$ cat config.mk
export PLATFORM = sky130hd
export DESIGN_NAME = score_display
export DESIGN_NICKNAME = d
export VERILOG_FILES = /design/src/rtl/score_display.sv
export SDC_FILE = /design/constraint.sdc
export NUM_CORES = 1
export LEC_CHECK = 0
export BUFFER_PORTS_ARGS = -buffer_cell sky130_fd_sc_hd__clkbuf_2
export CAP_MARGIN = 20
export CORE_MARGIN = 4
export CORE_UTILIZATION = 35
export CTS_CLUSTER_DIAMETER = 50
export DETAILED_ROUTE_END_ITERATION = 6
export GPL_TIMING_DRIVEN = 0
export PLACE_DENSITY = 0.61
export SYNTH_ARGS = -nofsm -noshare
export SYNTH_HDL_FRONTEND = slang
export SYNTH_SLANG_ARGS = --single-unit
$ cat constraint.sdc
create_clock -name Clk -period 2.4 [get_ports Clk]
set_input_delay 0.48 -clock Clk [delete_from_list [all_inputs] [get_ports Clk]]
set_output_delay 0.48 -clock Clk [all_outputs]
set_load 0.01 [all_outputs]
$ cat src/rtl/score_display.sv
// Binary score -> 4-digit BCD (double dabble) -> blanked 7-seg; optional game-over blink via SCORE_DISPLAY_BLINK_EN.
// Latency: bcd/valid 12 clocks after the capturing edge, HEX one clock later (13).
// No backpressure: source changes during a conversion are picked up by the next IDLE compare.
module score_display #(
    parameter int BLINK_DIV = 25000000
) (
    input  logic        Clk,
    input  logic        Reset_n,
    input  logic [10:0] totalscore,
    input  logic        ready,
    input  logic        lost,
    output logic [15:0] bcd,
    output logic [6:0]  HEX0,
    output logic [6:0]  HEX1,
    output logic [6:0]  HEX2,
    output logic [6:0]  HEX3,
    output logic        busy,
    output logic        valid
);

    typedef enum logic [1:0] {IDLE, SHIFT, DONE} state_t;

    state_t      state;
    logic [26:0] sr;
    logic [3:0]  shift_cnt;
    logic [10:0] last_val;
    logic [15:0] adj;
    logic        blink_on;

    // Add-3 correction on every BCD nibble before each shift
    always_comb begin
        adj = sr[26:11];
        for (int i = 0; i < 4; i++) begin
            if (sr[11+4*i +: 4] >= 4'd5)
                adj[4*i +: 4] = sr[11+4*i +: 4] + 4'd3;
        end
    end

    always_ff @(posedge Clk or negedge Reset_n) begin
        if (!Reset_n) begin
            state     <= IDLE;
            sr        <= '0;
            shift_cnt <= '0;
            last_val  <= '0;
            bcd       <= '0;
            busy      <= 1'b0;
            valid     <= 1'b0;
        end else begin
            valid <= 1'b0;
            case (state)
                IDLE: begin
                    if (totalscore != last_val || ready) begin
                        sr        <= {16'h0000, totalscore};
                        last_val  <= totalscore;
                        shift_cnt <= '0;
                        busy      <= 1'b1;
                        state     <= SHIFT;
                    end
                end
                SHIFT: begin
                    sr        <= {adj, sr[10:0]} << 1;
                    shift_cnt <= shift_cnt + 4'd1;
                    if (shift_cnt == 4'd10)
                        state <= DONE;
                end
                DONE: begin
                    bcd   <= sr[26:11];
                    valid <= 1'b1;
                    busy  <= 1'b0;
                    state <= IDLE;
                end
                default: begin
                    busy  <= 1'b0;
                    state <= IDLE;
                end
            endcase
        end
    end

`ifdef SCORE_DISPLAY_BLINK_EN
    localparam int CW = $clog2(BLINK_DIV);
    localparam logic [CW-1:0] CNT_MAX = CW'(BLINK_DIV - 1);

    logic [CW-1:0] blink_cnt;

    // Counter parks at zero with display on whenever the game is live
    always_ff @(posedge Clk or negedge Reset_n) begin
        if (!Reset_n) begin
            blink_cnt <= '0;
            blink_on  <= 1'b1;
        end else if (!lost) begin
            blink_cnt <= '0;
            blink_on  <= 1'b1;
        end else if (blink_cnt == CNT_MAX) begin
            blink_cnt <= '0;
            blink_on  <= ~blink_on;
        end else begin
            blink_cnt <= blink_cnt + 1'b1;
        end
    end
`else
    logic unused_lost;
    assign unused_lost = lost & (BLINK_DIV >= 2);
    assign blink_on    = 1'b1;
`endif

    function automatic logic [6:0] seg7(input logic [3:0] d);
        case (d)
            4'd0:    seg7 = 7'h40;
            4'd1:    seg7 = 7'h79;
            4'd2:    seg7 = 7'h24;
            4'd3:    seg7 = 7'h30;
            4'd4:    seg7 = 7'h19;
            4'd5:    seg7 = 7'h12;
            4'd6:    seg7 = 7'h02;
            4'd7:    seg7 = 7'h78;
            4'd8:    seg7 = 7'h00;
            4'd9:    seg7 = 7'h10;
            default: seg7 = 7'h7F;
        endcase
    endfunction

    logic blank3, blank2, blank1;
    assign blank3 = (bcd[15:12] == 4'd0);
    assign blank2 = blank3 && (bcd[11:8] == 4'd0);
    assign blank1 = blank2 && (bcd[7:4] == 4'd0);

    always_ff @(posedge Clk or negedge Reset_n) begin
        if (!Reset_n) begin
            HEX0 <= 7'h40;
            HEX1 <= 7'h7F;
            HEX2 <= 7'h7F;
            HEX3 <= 7'h7F;
        end else if (!blink_on) begin
            HEX0 <= 7'h7F;
            HEX1 <= 7'h7F;
            HEX2 <= 7'h7F;
            HEX3 <= 7'h7F;
        end else begin
            HEX0 <= seg7(bcd[3:0]);
            HEX1 <= blank1 ? 7'h7F : seg7(bcd[7:4]);
            HEX2 <= blank2 ? 7'h7F : seg7(bcd[11:8]);
            HEX3 <= blank3 ? 7'h7F : seg7(bcd[15:12]);
        end
    end

endmodule

## After elaboration in Yosys (flattened, before gate mapping)

Memory sizes are Yosys's and may differ from the RTL's. A register that Yosys moved wholly into a read port is not among the register bits.
Index checks and enable logic that the tools add are counted.

| word-level totals | value |
|---|---|
| word-level logic and storage cells | 60 |
| flip-flop bits (word level) | 83 |
| output and inout port bits | 46 |
| memories | 4 |
| ROM bits | 448 |
| bits of input ports | 15 |

Memory list:

| memory | depth | width | rd ports | clocked after memory_dff | write ports | RTL line | source |
|---|---|---|---|---|---|---|---|
| (no name shown) | 16 | 7 | 1 | 1 | 0 | 108 | `case (d)` |
| (no name shown) | 16 | 7 | 1 | 0 | 0 | 108 |  |
| (no name shown) | 16 | 7 | 1 | 0 | 0 | 108 |  |
| (no name shown) | 16 | 7 | 1 | 0 | 0 | 108 |  |

| cells by class | value |
|---|---|
| $lt $le $gt $ge | 4 |
| mux-type cells | 17 |
| equal/unequal tests | 6 |
| bitwise logic cells | 1 |
| reductions and logical operators | 13 |
| add/sub/neg operators | 5 |

Operators with widths:

| cell | number |
|---|---|
| 27-bit one-hot mux with 2 select lines | 1 |
| 27-bit 2-to-1 mux | 1 |
| 7-bit 2-to-1 mux | 3 |
| 4-bit by 3-bit >= comparator with 1-bit output (second input constant) | 4 |
| 4-bit 2-to-1 mux | 4 |
| 4-bit by 2-bit adder with 4-bit output (second input constant) | 3 |
| 4-bit zero test | 3 |
| 11-bit inequality test | 1 |
| 4-bit one-hot mux with 2 select lines | 1 |
| 2-bit AND reduction | 4 |
| 4-bit by 1-bit adder with 4-bit output (second input constant) | 1 |
| 4-bit equality test (second input constant) | 1 |
| 2-bit 2-to-1 mux | 2 |
| 2-bit inequality test (second input constant) | 2 |
| 2-bit one-hot mux with 2 select lines | 1 |
| 3-bit by 2-bit adder with 3-bit output (second input constant) | 1 |
| 3-bit 2-to-1 mux | 1 |
| 2-bit by 1-bit equality test with 1-bit output (second input constant) | 1 |
| 2-bit equality test (second input constant) | 1 |
| 1-bit logical AND | 2 |
| 2-bit zero test | 1 |
| 1-bit 2-to-1 mux | 2 |
| 1-bit one-hot mux with 2 select lines | 1 |
| 2-bit nonzero test | 1 |
| other kinds (3) | 3 |

## Depth between registers and ports, before layout

| logic depth | value |
|---|---|
| word-level depth | 4 |
| mapped depth | 7 |
| mapped depth without buffers | 7 |

## Worst setup path after synthesis

OpenSTA, ideal clock, no wires.

| path | value |
|---|---|
| path type | input-to-reg |
| start point | input port totalscore[1] |
| end point | register last_val[1] |
| arrival | 1.858 ns |
| required time | 2.275 ns |
| stages | 6 |
| setup slack | 0.418 ns |
| path buffers | 1 |
| cells stage by stage | xor2_1 nor4_1 nand4_1 o21ai_0 buf_4 mux2_2 |

| on the way | value |
|---|---|
| longest elaborated chain between the ends | 3 |

Ends and longest elaborated chain:

| element | RTL line | source |
|---|---|---|
| start, declared | 9 | `input logic [10:0] totalscore,` |
| 11-bit inequality test | 52 | `if (totalscore != last_val \|\| ready) begin` |
| 1-bit logical OR | 52 |  |
| 2-bit AND reduction (no source line) | -- |  |
| end signal, assigned | 54 | `last_val <= totalscore;` |
| end, declared | 26 | `logic [10:0] last_val;` |

Parallel ways exist; a longest one is shown, timed or not.
A chain may end at the register's enable or synchronous reset.

## Worst setup path after layout

| path | value |
|---|---|
| start point | register last_val[1] |
| end point | register last_val[1] |

| on the way | value |
|---|---|
| longest elaborated chain between the ends | 3 |

Ends and longest elaborated chain:

| element | RTL line |
|---|---|
| 11-bit inequality test | 52 |
| 1-bit logical OR | 52 |
| 2-bit AND reduction (no source line) | -- |

Every way passes these cells.

==> impl_metrics.json <==
{
  "die_h_um": 121,
  "critical_path.max_fanout": 10,
  "core_sq_um": 12300,
  "clock-sinks": 90,
  "post_dp_cell_area_sq_um": 4990,
  "holdWs_ns": 0.224,
  "status": "completed",
  "synth_compound_area_share_pct": 13.2,
  "dp_cells": 661,
  "synth_fp_nets": 478,
  "synth-seq-cells": 90,
  "yosys.cell_types.count": 37,
  "hp-class": "in2async",
  "clock_latency_ns": 0.33,
  "fmax_mhz": 470,
  "seq_area_frac_synth_pct": 51.1,
  "required_ns": 2.61,
  "drtAntennaViolNets": 0,
  "cts_made_buffers": 9,
  "grt_max_degree": 53,
  "synth_top_family_by_area": "compound AO/OA/AOI/OAI gates",
  "regArea_sq_um": 2280,
  "layout_common_cells": "dfrtp_1, clkbuf_2, o21ai_0, inv_1, nand2_1",
  "synth_edf_count": 0,
  "hold_violations": 0,
  "synth_ff_type": "dfrtp_1",
  "grt_overflow": 0,
  "dr_total_vias": 3250,
  "synthArstFlopShare_pct": 100,
  "worst_slack_ns": 0.270,
  "clockRootBuffer": "clkbuf_16",
  "synthCells": 433,
  "avgSynthCellArea_sq_um": 10.3,
  "min_period_ns": 2.13,
  "dieArea_sq_um": 14600,
  "setup_violations": 0,
  "fin_cells": 677,
  "maxCapViolCount": 0,
  "synth_top_cell_by_area": "dfrtp_1",
  "htree_levels": 3,
  "cts_buffer_depth": 2,
  "drt-pass1-iter-count": 4,
  "grt_pass1_wl_um": 14800,
  "dp_hpwl_um": 6300,
  "syn-cell-area_sq_um": 4460,
  "pre_cts_ws_ns": -0.185,
  "start_util_pct": 36.4,
  "cts_tree": "done",
  "antenna_found_initial": 0,
  "drt_iter0_markers": 242,
  "drc": 0,
  "ys_top_cells_by_area": "dfrtp_1, dfstp_2, ha_1",
  "row_count": 40,
  "place_congestion": 0.872,
  "synth_adder_area_share_pct": 8.41,
  "clk_pin_slew_ns": 0.06,
  "synth_xor_area_share_pct": 2.16,
  "antennaDiodeCount": 0,
  "layout_commonest_cell": "dfrtp_1",
  "clock_skew_ns": 0.00651,
  "port_buffers": 59,
  "avgViaCountPerCell": 4.80,
  "synthSimpleGateAreaFrac_pct": 9.98,
  "routedWlPerCell_um": 12.9,
  "worstMarginPinSlew_ns": 0.952,
  "start_kind": "register",
  "die_x_um": 121,
  "max_slew_margin_pct": 36.3,
  "grt_pass1_vias": 3194,
  "drv_slew": 0,
  "crit_type": "reg2reg",
  "io_pins": 61,
  "finalInstanceArea_sq_um": 5280,
  "power_density_nw_per_um2": 1400,
  "multi_input_area_sq_um": 1930,
  "p_leak_nw": 2.49,
  "drt-total-wl_um": 8740,
  "drive_gt1_share_pct": 25.5,
  "period_share_pct": 88.7,
  "peakVddDrop_mv": 0.524,
  "worstPathArrival_ns": 2.34,
  "nFillCells": 1192,
  "grt_usage_pct": 12.5,
  "yosysWarnings": 0,
  "ctsHoldBuffers": 0,
  "synth_mux_area_share_pct": 9.56,
  "rsz0062_at_grt": "no",
  "finalNetCount": 549,
  "syn2layout_area_growth_pct": 18.2,
  "yosys.area.top_type_share_pct": 38.1,
  "end_kind": "register"
}
## power by group
part	total [mW]	switching [mW]	internal, mW	leakage (nW)
clock network	1.34	0.541	0.796	0.140
logic	3.20	1.77	1.44	1.27
registers	2.84	0.496	2.34	1.07
total	7.38	2.80	4.58	2.49
## cell usage after synthesis (7+ instances only)
cell and n:
clkbuf_1 12, nand2b_1 7, dfrtp_1 68, a21oi_1 23, o21ai_0 50, ha_1 30, inv_1 45, nor2b_1 9
mux2_2 25, dfstp_2 22, nor2_1 23, nor3_1 13, mux2_4 7, nand2_1 39, o22ai_1 10
## kinds of logic after synthesis
logic type / count (synthesis)
mux: 36
buf+inv: 62
compound gates: 105
xor+xnor: 11
simple gates: 99
flops: 90
fa+ha+maj: 30
## per-layer routing
metal  part of all wire [%]  routed length [um]  global-route usage [%]
met2                     47                4120                    20.6
met3                    5.2                 456                    3.82
met1                     46                4000                    15.5
met4                    1.9                 166                    4.32
met5                      0                   0                       0
## state kept, by name (all words and copies together), names as in the netlist
| register | flops |
|---|---|
| HEX0 | 7 |
| state | 2 |
| busy | 1 |
| valid | 1 |
| HEX2 | 7 |
| HEX1 | 7 |
| last_val | 11 |
| bcd | 16 |
| sr | 27 |
| shift_cnt | 4 |
| HEX3 | 7 |
## critical path, cell delays in order (launching register included)
cell	delay [ns]
dfrtp_1	0.39
xor2_1	0.17
nor4_1	0.34
nand4_1	0.18
o21ai_1	0.33
buf_4	0.26
mux2_2	0.35
## final timing paths
| path | startpoint | endpoint | slack [ns] | cells after the start |
|---|---|---|---|---|
| worst max-delay path | last_val[1] | last_val[1] | 0.27 | 6 |
| worst min-delay path | Reset_n | bcd[11] | 0.22 | 1 |
| worst max register to register | last_val[1] | last_val[1] | 0.27 | 6 |
| worst min register to register | sr[10] | sr[11] | 0.48 | 2 |
| max in group asynchronous | Reset_n | last_val[8] | 1.53 | 2 |
| min in group Clk | totalscore[5] | last_val[5] | 0.40 | 2 |
## through the flow
| step | utilization [%] | TNS, ns | power (mW) |
|---|---|---|---|
| floorplan | - | 0 | 5.13 |
| global placement | 40.5 | -11.84 | 5.97 |
| detailed placement | 40.7 | -1.05 | 6.09 |
| CTS | 43.0 | 0 | 7.48 |
| global route | 43.0 | 0 | 8.05 |
| finish | 43.0 | 0 | 7.38 |
## final cells by class
class                           count  area share [%]
Tap cell                          168            3.98
Clock buffer                       15            5.29
Timing Repair Buffer               60            6.02
Buffer                             17            1.56
Multi-Input combinational cell    281            36.6
Sequential cell                    90            43.2
Clock inverter                      1           0.119
Inverter                           45            3.20
## timing repair
item	4_1_cts	5_1_grt
setup endpoints to repair	0	6
setup buffers	0	0
resized for setup	0	1
endpoints found under the hold margin	0	0
Note: power is estimated with default switching activity, not from simulation.
